`config.mk`:
```
export PLATFORM = sky130hd
export DESIGN_NAME = phy_rx_lanes
export DESIGN_NICKNAME = d
export VERILOG_FILES = /design/src/rtl/phy_rx_lanes.sv
export SDC_FILE = /design/constraint.sdc
export NUM_CORES = 1
export LEC_CHECK = 0
export CORE_MARGIN = 2
export CORE_UTILIZATION = 60
export CTS_BUF_LIST = sky130_fd_sc_hd__clkbuf_8 sky130_fd_sc_hd__clkbuf_16
export DETAILED_ROUTE_END_ITERATION = 6
export PLACE_DENSITY_LB_ADDON = 0.15
export REMOVE_ABC_BUFFERS = 1
export SYNTH_ARGS = -nofsm -noshare
export SYNTH_HDL_FRONTEND = slang
export SYNTH_SLANG_ARGS = --single-unit
export TNS_END_PERCENT = 5
```
`constraint.sdc`:
```
create_clock -name clk_32f -period 8.22 [get_ports clk_32f]
set_clock_uncertainty 0.2 [all_clocks]
set_input_delay 1.644 -clock clk_32f [delete_from_list [all_inputs] [get_ports clk_32f]]
set_output_delay 1.644 -clock clk_32f [all_outputs]
set_load 0.1 [all_outputs]
```
`src/rtl/phy_rx_lanes.sv`:
```
// Multi-lane serial receive path: per-lane comma alignment and byte
// deserialisation, per-lane deskew FIFOs, and a round-robin unstriper.
module phy_rx_lanes #(
    parameter int         LANES       = 2,
    parameter int         WORD_BYTES  = 4,
    parameter logic [7:0] COMMA       = 8'hBC,
    parameter logic [7:0] IDLE        = 8'h7C,
    parameter int         SYNC_COMMAS = 4,
    parameter int         FIFO_DEPTH  = 4
) (
    input  logic                    clk_32f,
    input  logic                    reset,
    input  logic [LANES-1:0]        data_in,
    input  logic                    sincronizar_bus,
    output logic [8*WORD_BYTES-1:0] data_out,
    output logic                    valid_out,
    output logic                    active,
    output logic [LANES-1:0]        lane_lock,
    output logic                    err_out
);

    localparam int PW = (LANES > 1) ? $clog2(LANES) : 1;
    localparam int BW = (WORD_BYTES > 1) ? $clog2(WORD_BYTES) : 1;
    localparam int AW = $clog2(FIFO_DEPTH);
    localparam int CW = AW + 1;

    typedef enum logic [1:0] {SEARCH, ALIGN, LOCKED} lane_state_t;

    logic [LANES-1:0] fifo_empty;
    logic [LANES-1:0] pop_lane;
    logic [LANES-1:0] ovf_lane;
    logic [7:0]       fifo_head [LANES];

    logic [PW-1:0]           p_reg;
    logic [BW-1:0]           b_reg;
    logic [8*WORD_BYTES-1:0] word_reg, word_next, data_reg;
    logic                    active_reg, valid_reg, err_reg, pop;
    logic [7:0]              head_byte;

    genvar gi;
    generate
        for (gi = 0; gi < LANES; gi++) begin : g_lane
            lane_state_t   state_reg, state_next;
            logic [7:0]    sr_reg, sr_next;
            logic [2:0]    bit_cnt_reg, bit_cnt_next;
            logic [3:0]    comma_cnt_reg, comma_cnt_next;
            logic          wr_en_reg, wr_en_next;
            logic [7:0]    wr_data_reg, wr_data_next;
            logic [7:0]    mem [FIFO_DEPTH];
            logic [AW-1:0] wptr_reg, rptr_reg;
            logic [CW-1:0] count_reg;
            logic          boundary, full, do_wr;

            // Boundary is the cycle in which the shifted-in bit completes a byte.
            assign sr_next  = {sr_reg[6:0], data_in[gi]};
            assign boundary = (bit_cnt_reg == 3'd7);

            always_ff @(posedge clk_32f or negedge reset) begin
                if (!reset) begin
                    state_reg     <= SEARCH;
                    sr_reg        <= '0;
                    bit_cnt_reg   <= '0;
                    comma_cnt_reg <= '0;
                    wr_en_reg     <= 1'b0;
                    wr_data_reg   <= '0;
                end else begin
                    state_reg     <= state_next;
                    sr_reg        <= sr_next;
                    bit_cnt_reg   <= bit_cnt_next;
                    comma_cnt_reg <= comma_cnt_next;
                    wr_en_reg     <= wr_en_next;
                    wr_data_reg   <= wr_data_next;
                end
            end

            always_comb begin
                state_next     = state_reg;
                bit_cnt_next   = bit_cnt_reg + 3'd1;
                comma_cnt_next = comma_cnt_reg;
                wr_en_next     = 1'b0;
                wr_data_next   = sr_next;
                if (!sincronizar_bus) begin
                    state_next     = SEARCH;
                    comma_cnt_next = '0;
                end else begin
                    case (state_reg)
                        SEARCH: begin
                            if (sr_next == COMMA) begin
                                bit_cnt_next   = '0;
                                comma_cnt_next = 4'd1;
                                state_next     = (SYNC_COMMAS == 1) ? LOCKED : ALIGN;
                            end
                        end
                        ALIGN: begin
                            if (boundary) begin
                                if (sr_next == COMMA) begin
                                    comma_cnt_next = comma_cnt_reg + 4'd1;
                                    if (comma_cnt_reg + 4'd1 == 4'(SYNC_COMMAS))
                                        state_next = LOCKED;
                                end else begin
                                    state_next = SEARCH;
                                end
                            end
                        end
                        LOCKED: begin
                            if (boundary && sr_next != COMMA && sr_next != IDLE)
                                wr_en_next = 1'b1;
                        end
                        default: state_next = SEARCH;
                    endcase
                end
            end

            assign lane_lock[gi] = (state_reg == LOCKED);

            // Deskew FIFO; dropping sincronizar_bus flushes it and discards any pending write.
            assign full           = (count_reg == CW'(FIFO_DEPTH));
            assign do_wr          = wr_en_reg && !full && sincronizar_bus;
            assign ovf_lane[gi]   = wr_en_reg && full && sincronizar_bus;
            assign fifo_empty[gi] = (count_reg == '0);
            assign fifo_head[gi]  = mem[rptr_reg];
            assign pop_lane[gi]   = pop && (p_reg == PW'(gi));

            always_ff @(posedge clk_32f or negedge reset) begin
                if (!reset) begin
                    wptr_reg  <= '0;
                    rptr_reg  <= '0;
                    count_reg <= '0;
                end else if (!sincronizar_bus) begin
                    wptr_reg  <= '0;
                    rptr_reg  <= '0;
                    count_reg <= '0;
                end else begin
                    if (do_wr)
                        wptr_reg <= wptr_reg + AW'(1);
                    if (pop_lane[gi])
                        rptr_reg <= rptr_reg + AW'(1);
                    count_reg <= count_reg + CW'(do_wr) - CW'(pop_lane[gi]);
                end
            end

            always_ff @(posedge clk_32f) begin
                if (do_wr)
                    mem[wptr_reg] <= wr_data_reg;
            end
        end
    endgenerate

    // Unstriper: visit lanes round-robin, filling word slots MSB-first.
    assign pop       = active_reg && sincronizar_bus && !fifo_empty[p_reg];
    assign head_byte = fifo_head[p_reg];

    always_comb begin
        word_next = word_reg;
        for (int k = 0; k < WORD_BYTES; k++) begin
            if (b_reg == BW'(k))
                word_next[8*(WORD_BYTES-1-k) +: 8] = head_byte;
        end
    end

    always_ff @(posedge clk_32f or negedge reset) begin
        if (!reset) begin
            p_reg      <= '0;
            b_reg      <= '0;
            word_reg   <= '0;
            data_reg   <= '0;
            valid_reg  <= 1'b0;
            active_reg <= 1'b0;
            err_reg    <= 1'b0;
        end else begin
            active_reg <= &lane_lock;
            err_reg    <= err_reg | (|ovf_lane);
            valid_reg  <= 1'b0;
            if (!active_reg) begin
                p_reg <= '0;
                b_reg <= '0;
            end else if (pop) begin
                word_reg <= word_next;
                p_reg    <= (p_reg == PW'(LANES-1)) ? '0 : p_reg + PW'(1);
                if (b_reg == BW'(WORD_BYTES-1)) begin
                    b_reg     <= '0;
                    data_reg  <= word_next;
                    valid_reg <= 1'b1;
                end else begin
                    b_reg <= b_reg + BW'(1);
                end
            end
        end
    end

    assign data_out  = data_reg;
    assign valid_out = valid_reg;
    assign active    = active_reg;
    assign err_out   = err_reg;

endmodule
```
==> impl_metrics.env, run 1 <==
export IMPL_clock_sinks=176
export IMPL_ys_seq_area_share_pct=62.6
export IMPL_ys_flop_type="dfrtp_1"
export IMPL_max_slew_margin_pct=18.6
export IMPL_die_w_um=116
export IMPL_syn_area_um2=7540
export IMPL_finalWirelength_um=14300
export IMPL_cp_end_kind="flip-flop"
export IMPL_clock_fmax_mhz=231
export IMPL_grt_overflow=0
export IMPL_synth_area_top_cells="dfrtp_1 (37%), edfxtp_1 (25%), mux2i_1 (4.9%)"
export IMPL_power_w=0.00178
export IMPL_routed_via_density=5.62
export IMPL_nNetsFinal=675
export IMPL_nFillCells=867
export IMPL_irDropWorstVdd_mv=0.122
export IMPL_post_cts_buffers=0
export IMPL_finalHoldViolations=0
export IMPL_met2_length_um=7110
export IMPL_root_buffer="clkbuf_16"
export IMPL_die_y_um=116
export IMPL_grt_max_degree=75
export IMPL_synth_edf_count=64
export IMPL_clock_latency_ns=0.43
export IMPL_antenna_found_initial=0
export IMPL_detail_route_first_pass_iterations=4
export IMPL_regArea_um2=4720
export IMPL_rows=40
export IMPL_cts_buffers=17
export IMPL_worstSetupPathType="primary input to flip-flop"
export IMPL_postSynthAreaPerCell_um2=12.3
export IMPL_via_count=4638
export IMPL_multi_input_area_um2=2550
export IMPL_route_detailed_drc=0
export IMPL_core_area_um2=12200
export IMPL_worst_slew_pin_slew_ns=1.21
export IMPL_synth_most_common_cell="dfrtp_1"
export IMPL_cts_buffer_depth=2
export IMPL_wl_per_cell_um=17.3
export IMPL_path_clk_slew_ns=0.06
export IMPL_final_setup_tns_ns=0
export IMPL_cts_htree_levels=4
export IMPL_setup_violations=0
export IMPL_yosys_area_top_type="dfrtp_1"
export IMPL_fin_crit_sh_pct=52.8
export IMPL_rsz0062_at_grt="no"
export IMPL_diodes=0
export IMPL_slew_viol_final=0
export IMPL_worstPathArrival_ns=4.44
export IMPL_maxCapViolations=0
export IMPL_met1_length_um=6370
export IMPL_ys_async_sr_fraction_pct=63.6
export IMPL_hpwl_um=9680
export IMPL_status="finished, final reports clean"
export IMPL_required_ns=8.32
export IMPL_top_layer="met4"
export IMPL_antenna_left=0
export IMPL_cts_resized=0
export IMPL_fin_crit_ns=4.34
export IMPL_grt_usage_pct=23.5
export IMPL_yosys_warnings=0
export IMPL_grt_pass1_wl_um=23700
export IMPL_die_area_um2=13500
export IMPL_io_pins=42
export IMPL_drtIter0Drc=349
export IMPL_hold_class="flip-flop to flip-flop"
export IMPL_syn_to_final_growth_pct=13.9
export IMPL_cts_tree="yes"
export IMPL_initial_core_util_pct=62.0
export IMPL_drive_above_1_share_pct=7.15
export IMPL_synth_seq_cells=176
export IMPL_startpoint_type="primary input"
export IMPL_ctsHoldBuffers=0
export IMPL_p_per_area_nw_per_um2=207
export IMPL_met3_length_um=497
export IMPL_netlist_area_leader_share_pct=37.1
export IMPL_largest_reg_flops=64
export IMPL_power_leakage_nw=3.43
export IMPL_synth_common_cells="dfrtp_1 (112), nor2_1 (67), edfxtp_1 (64)"
export IMPL_place_gp_congestion=0.794
export IMPL_grt_pass1_vias=4611
export IMPL_crit_fanout=19
export IMPL_ys_types=56
export IMPL_io_buffers=41
export IMPL_synth_cells=611
-- layer usage --
layer | global-route usage, % | vias up
met4 | 9.05 | 0
met3 | 6.12 | 15
met1 | 31.2 | 2268
li1 | - | 2244
met2 | 37.8 | 111
met5 | 0 | -
-- critical path, stage by stage --
cell and delay [ns]:
clkdlybuf4s50_1 0.45, buf_4 0.22, clkinv_1 0.47, or2_2 0.52
ha_1 0.28, inv_1 0.05, ha_1 0.13, inv_1 0.05
fa_1 0.38, xnor2_1 0.18, nor2_1 0.05
-- logic make-up (layout without fill, tap and decap cells) --
family | after synthesis | in the layout | share of synthesized area [%]
flip-flops | 176 | 176 | 62.6
multiplexers | 37 | 37 | 4.91
AND/OR/NAND/NOR | 209 | 209 | 14.5
AO/OA/AOI/OAI | 98 | 98 | 8.36
adder cells (fa/ha/maj) | 26 | 26 | 4.51
buffers and inverters | 52 | 98 | 3.55
XOR/XNOR | 13 | 13 | 1.51
-- area by class of cell --
| cell class | count | share of cell area [%] |
|---|---|---|
| clock buffers | 17 | 4.95 |
| inverters | 23 | 1.00 |
| clock inverters | 15 | 1.98 |
| multi-input cells | 383 | 29.7 |
| repair buffers | 43 | 4.92 |
| flip-flops and latches | 176 | 55.0 |
| well taps | 168 | 2.45 |
-- where the power goes --
part           total [W]  internal, W  switching (W)
Sequential      0.000937     0.000925      0.0000124
Clock           0.000805     0.000475       0.000330
Combinational  0.0000399    0.0000149      0.0000250
Total            0.00178      0.00141       0.000367
-- stage by stage --
stage	setup WS [ns]	hold slack (ns)	instance area, µm²	std cells	util (%)
4_1_cts	3.89	0.234	8590	825	70.6
2_1_floorplan	4.51	0.209	7360	582	-
3_3_place_gp	3.56	0.219	8000	793	65.8
6_report	3.88	0.235	8590	825	70.6
5_1_grt	3.71	0.254	8590	825	70.6
3_5_place_dp	3.43	0.226	8000	793	65.8
-- placed cells by master, fill, tap and decap left out, drive strengths merged, types with 5 or more instances in the layout --
cell type / Yosys / layout
o21ai: 5 / 5
clkbuf: 10 / 17
clkdlybuf4s50: 0 / 40
edfxtp: 64 / 64
nor3: 7 / 7
and2: 7 / 7
nand3: 14 / 14
dfrtp: 112 / 112
nand2b: 5 / 5
ha: 24 / 24
a21oi: 35 / 35
nand3b: 17 / 17
clkinv: 2 / 10
nand2: 49 / 49
mux2i: 37 / 37
nor2b: 10 / 10
xnor2: 10 / 10
o22ai: 19 / 19
o211ai: 24 / 24
nor2: 67 / 67
inv: 21 / 21
-- worst paths after layout --
path	cells past startpoint	slack, ns	to	startpoint
min in group asynchronous	1	0.97	data_out[16]	reset
setup / recovery	11	3.88	g_lane[0].count_reg[2]	sincronizar_bus
hold / removal	1	0.24	g_lane[0].bit_cnt_reg[0]	g_lane[0].bit_cnt_reg[0]
setup reg to reg	9	5.35	g_lane[1].count_reg[2]	p_reg
max in group asynchronous	2	5.53	g_lane[1].wr_data_reg[4]	reset
hold reg to reg	1	0.24	g_lane[0].bit_cnt_reg[0]	g_lane[0].bit_cnt_reg[0]
(Power assumes the default switching activity.)
==> run 2, diff against run 1 <==
--- a/config.mk
+++ b/config.mk
@@ -6,7 +6,7 @@
 export NUM_CORES = 1
 export LEC_CHECK = 0
 export CORE_MARGIN = 2
-export CORE_UTILIZATION = 60
+export CORE_UTILIZATION = 53
 export CTS_BUF_LIST = sky130_fd_sc_hd__clkbuf_8 sky130_fd_sc_hd__clkbuf_16
 export DETAILED_ROUTE_END_ITERATION = 6
 export PLACE_DENSITY_LB_ADDON = 0.15
==> constraint.sdc (replaced) <==
create_clock -name clk_32f -period 3.7 [get_ports clk_32f]
set_clock_uncertainty 0.2 [all_clocks]
set_input_delay 0.74 -clock clk_32f [delete_from_list [all_inputs] [get_ports clk_32f]]
set_output_delay 0.74 -clock clk_32f [all_outputs]
set_load 0.1 [all_outputs]
==> run 2 against run 1 <==
  * Via count increased by 2.4%
  * Sequential cell count unchanged
  * Clock power increased by 100%
  * First-iteration DRC count decreased by 26%
  * Combinational power increased by 130%
==> impl_metrics.env, run 2 (synthesis gave the netlist of run 1 again) <==
export IMPL_finalWirelength_um=14200
export IMPL_grt_max_degree=58
export IMPL_final_common_cell="dfrtp_1"
export IMPL_power_w=0.00382
export IMPL_layout_common_cells="dfrtp_1 (112), nor2_1 (67), edfxtp_1 (64)"
export IMPL_cts_resized=0
export IMPL_irDropWorstVdd_mv=0.281
export IMPL_grt_overflow=0
export IMPL_power_leakage_nw=3.54
export IMPL_fin_util_pct=62.5
export IMPL_crit_chain="clkdlybuf4s50_1 > clkinv_1 > or2_2 > ha_1 > inv_1 > ha_1 > inv_1 > fa_1 > xnor2_1 > nor2_1"
export IMPL_startpoint="sincronizar_bus"
export IMPL_diodes=0
export IMPL_startpoint_type="primary input"
export IMPL_fin_crit_ns=2.95
export IMPL_clock_latency_ns=0.42
export IMPL_routed_via_density=5.57
export IMPL_grt_usage_pct=20.7
export IMPL_p_per_area_nw_per_um2=440
export IMPL_final_setup_tns_ns=0
export IMPL_via_count=4748
export IMPL_syn_to_final_growth_pct=15.0
export IMPL_max_slew_margin_pct=34.1
export IMPL_worstSetupPathType="primary input to flip-flop"
export IMPL_grt_pass1_wl_um=23700
export IMPL_path_clk_slew_ns=0.06
export IMPL_hold_class="primary input to async pin"
export IMPL_status="finished, final reports clean"
export IMPL_cts_htree_levels=4
export IMPL_cts_buffer_depth=2
export IMPL_setup_violations=0
export IMPL_dpl_worst_slack_ns=0.325
export IMPL_fin_area_um2=8670
export IMPL_clock_fmax_mhz=339
export IMPL_hpwl_um=9790
export IMPL_clock_sinks=176
export IMPL_root_buffer="clkbuf_16"
export IMPL_maxCapViolations=0
export IMPL_io_buffers=41
export IMPL_grt_pass1_vias=4709
export IMPL_nNetsFinal=691
export IMPL_finalHoldViolations=0
export IMPL_fin_ws_ns=0.754
export IMPL_cts_tree="yes"
export IMPL_place_gp_congestion=0.835
export IMPL_drtIter0Drc=258
export IMPL_slowest_stage="clkdlybuf4s50_1"
export IMPL_slew_viol_final=0
export IMPL_wl_per_cell_um=16.6
export IMPL_multi_input_area_um2=2550
export IMPL_cp_end_kind="flip-flop"
export IMPL_required_ns=3.82
export IMPL_largest_reg_flops=64
export IMPL_die_w_um=123
export IMPL_worst_slew_pin_slew_ns=0.985
export IMPL_drive_above_1_share_pct=9.21
export IMPL_detail_route_first_pass_iterations=5
export IMPL_slowest_delay_ns=0.58
export IMPL_die_area_um2=15200
export IMPL_cts_buffers=17
export IMPL_die_y_um=123
export IMPL_core_area_um2=13900
export IMPL_worstPathArrival_ns=3.06
export IMPL_io_pins=42
export IMPL_nFillCells=1087
export IMPL_antenna_found_initial=0
export IMPL_post_cts_buffers=0
export IMPL_rsz0062_at_grt="no"
export IMPL_r2r_start="p_reg"
export IMPL_rows=43
export IMPL_fin_crit_sh_pct=79.6
export IMPL_antenna_left=0
export IMPL_ctsHoldBuffers=0
export IMPL_route_detailed_drc=0
export IMPL_crit_fanout=6
export IMPL_regArea_um2=4720
export IMPL_initial_core_util_pct=54.4
export IMPL_place_area_um2=8120
==> run 2: per-stage QoR <==
step	hold WS, ns	std cells
floorplan	0.209	582
global placement	0.221	821
detailed placement	0.236	821
CTS	0.192	853
global route	0.213	853
finish	0.167	853
==> run 2: area by class of cell <==
class	instances	share of cell area [%]
multi-input cells	383	29.4
clock inverters	11	0.563
flip-flops and latches	176	54.5
well taps	180	2.60
repair buffers	59	6.15
inverters	23	0.995
clock buffers	21	5.80
==> run 2: path summary, 6_finish.rpt <==
check,slack (ns),depth (start not counted),end
setup / recovery,0.75,10,g_lane[0].count_reg[2]
hold / removal,0.17,1,data_out[17]
setup reg to reg,0.85,9,g_lane[1].count_reg[2]
hold reg to reg,0.24,1,g_lane[0].bit_cnt_reg[0]
max in group asynchronous,2.36,2,g_lane[1].wr_data_reg[3]
min in group clk_32f,0.24,1,g_lane[0].bit_cnt_reg[0]
==> run 2: worst max-delay path, delay by kind of cell <==
family | cells | cell delay (ns)
fa+ha+maj | 3 | 0.80
simple gates | 2 | 0.44
xor+xnor | 1 | 0.18
buf+inv | 4 | 0.90
==> run 2: report_power, final <==
part           internal, W  total [W]  switching [W]
clock             0.000955    0.00165       0.000691
sequential         0.00206    0.00208      0.0000247
combinational    0.0000355  0.0000929      0.0000574
total              0.00305    0.00382       0.000773
==> run 2: metal layers <==
metal	vias up	global-route usage [%]	wire, µm
met4	0	7.60	234
met3	16	4.75	589
met2	123	34.0	7050
li1	2277	-	-
met1	2332	27.0	6320
met5	-	0	0
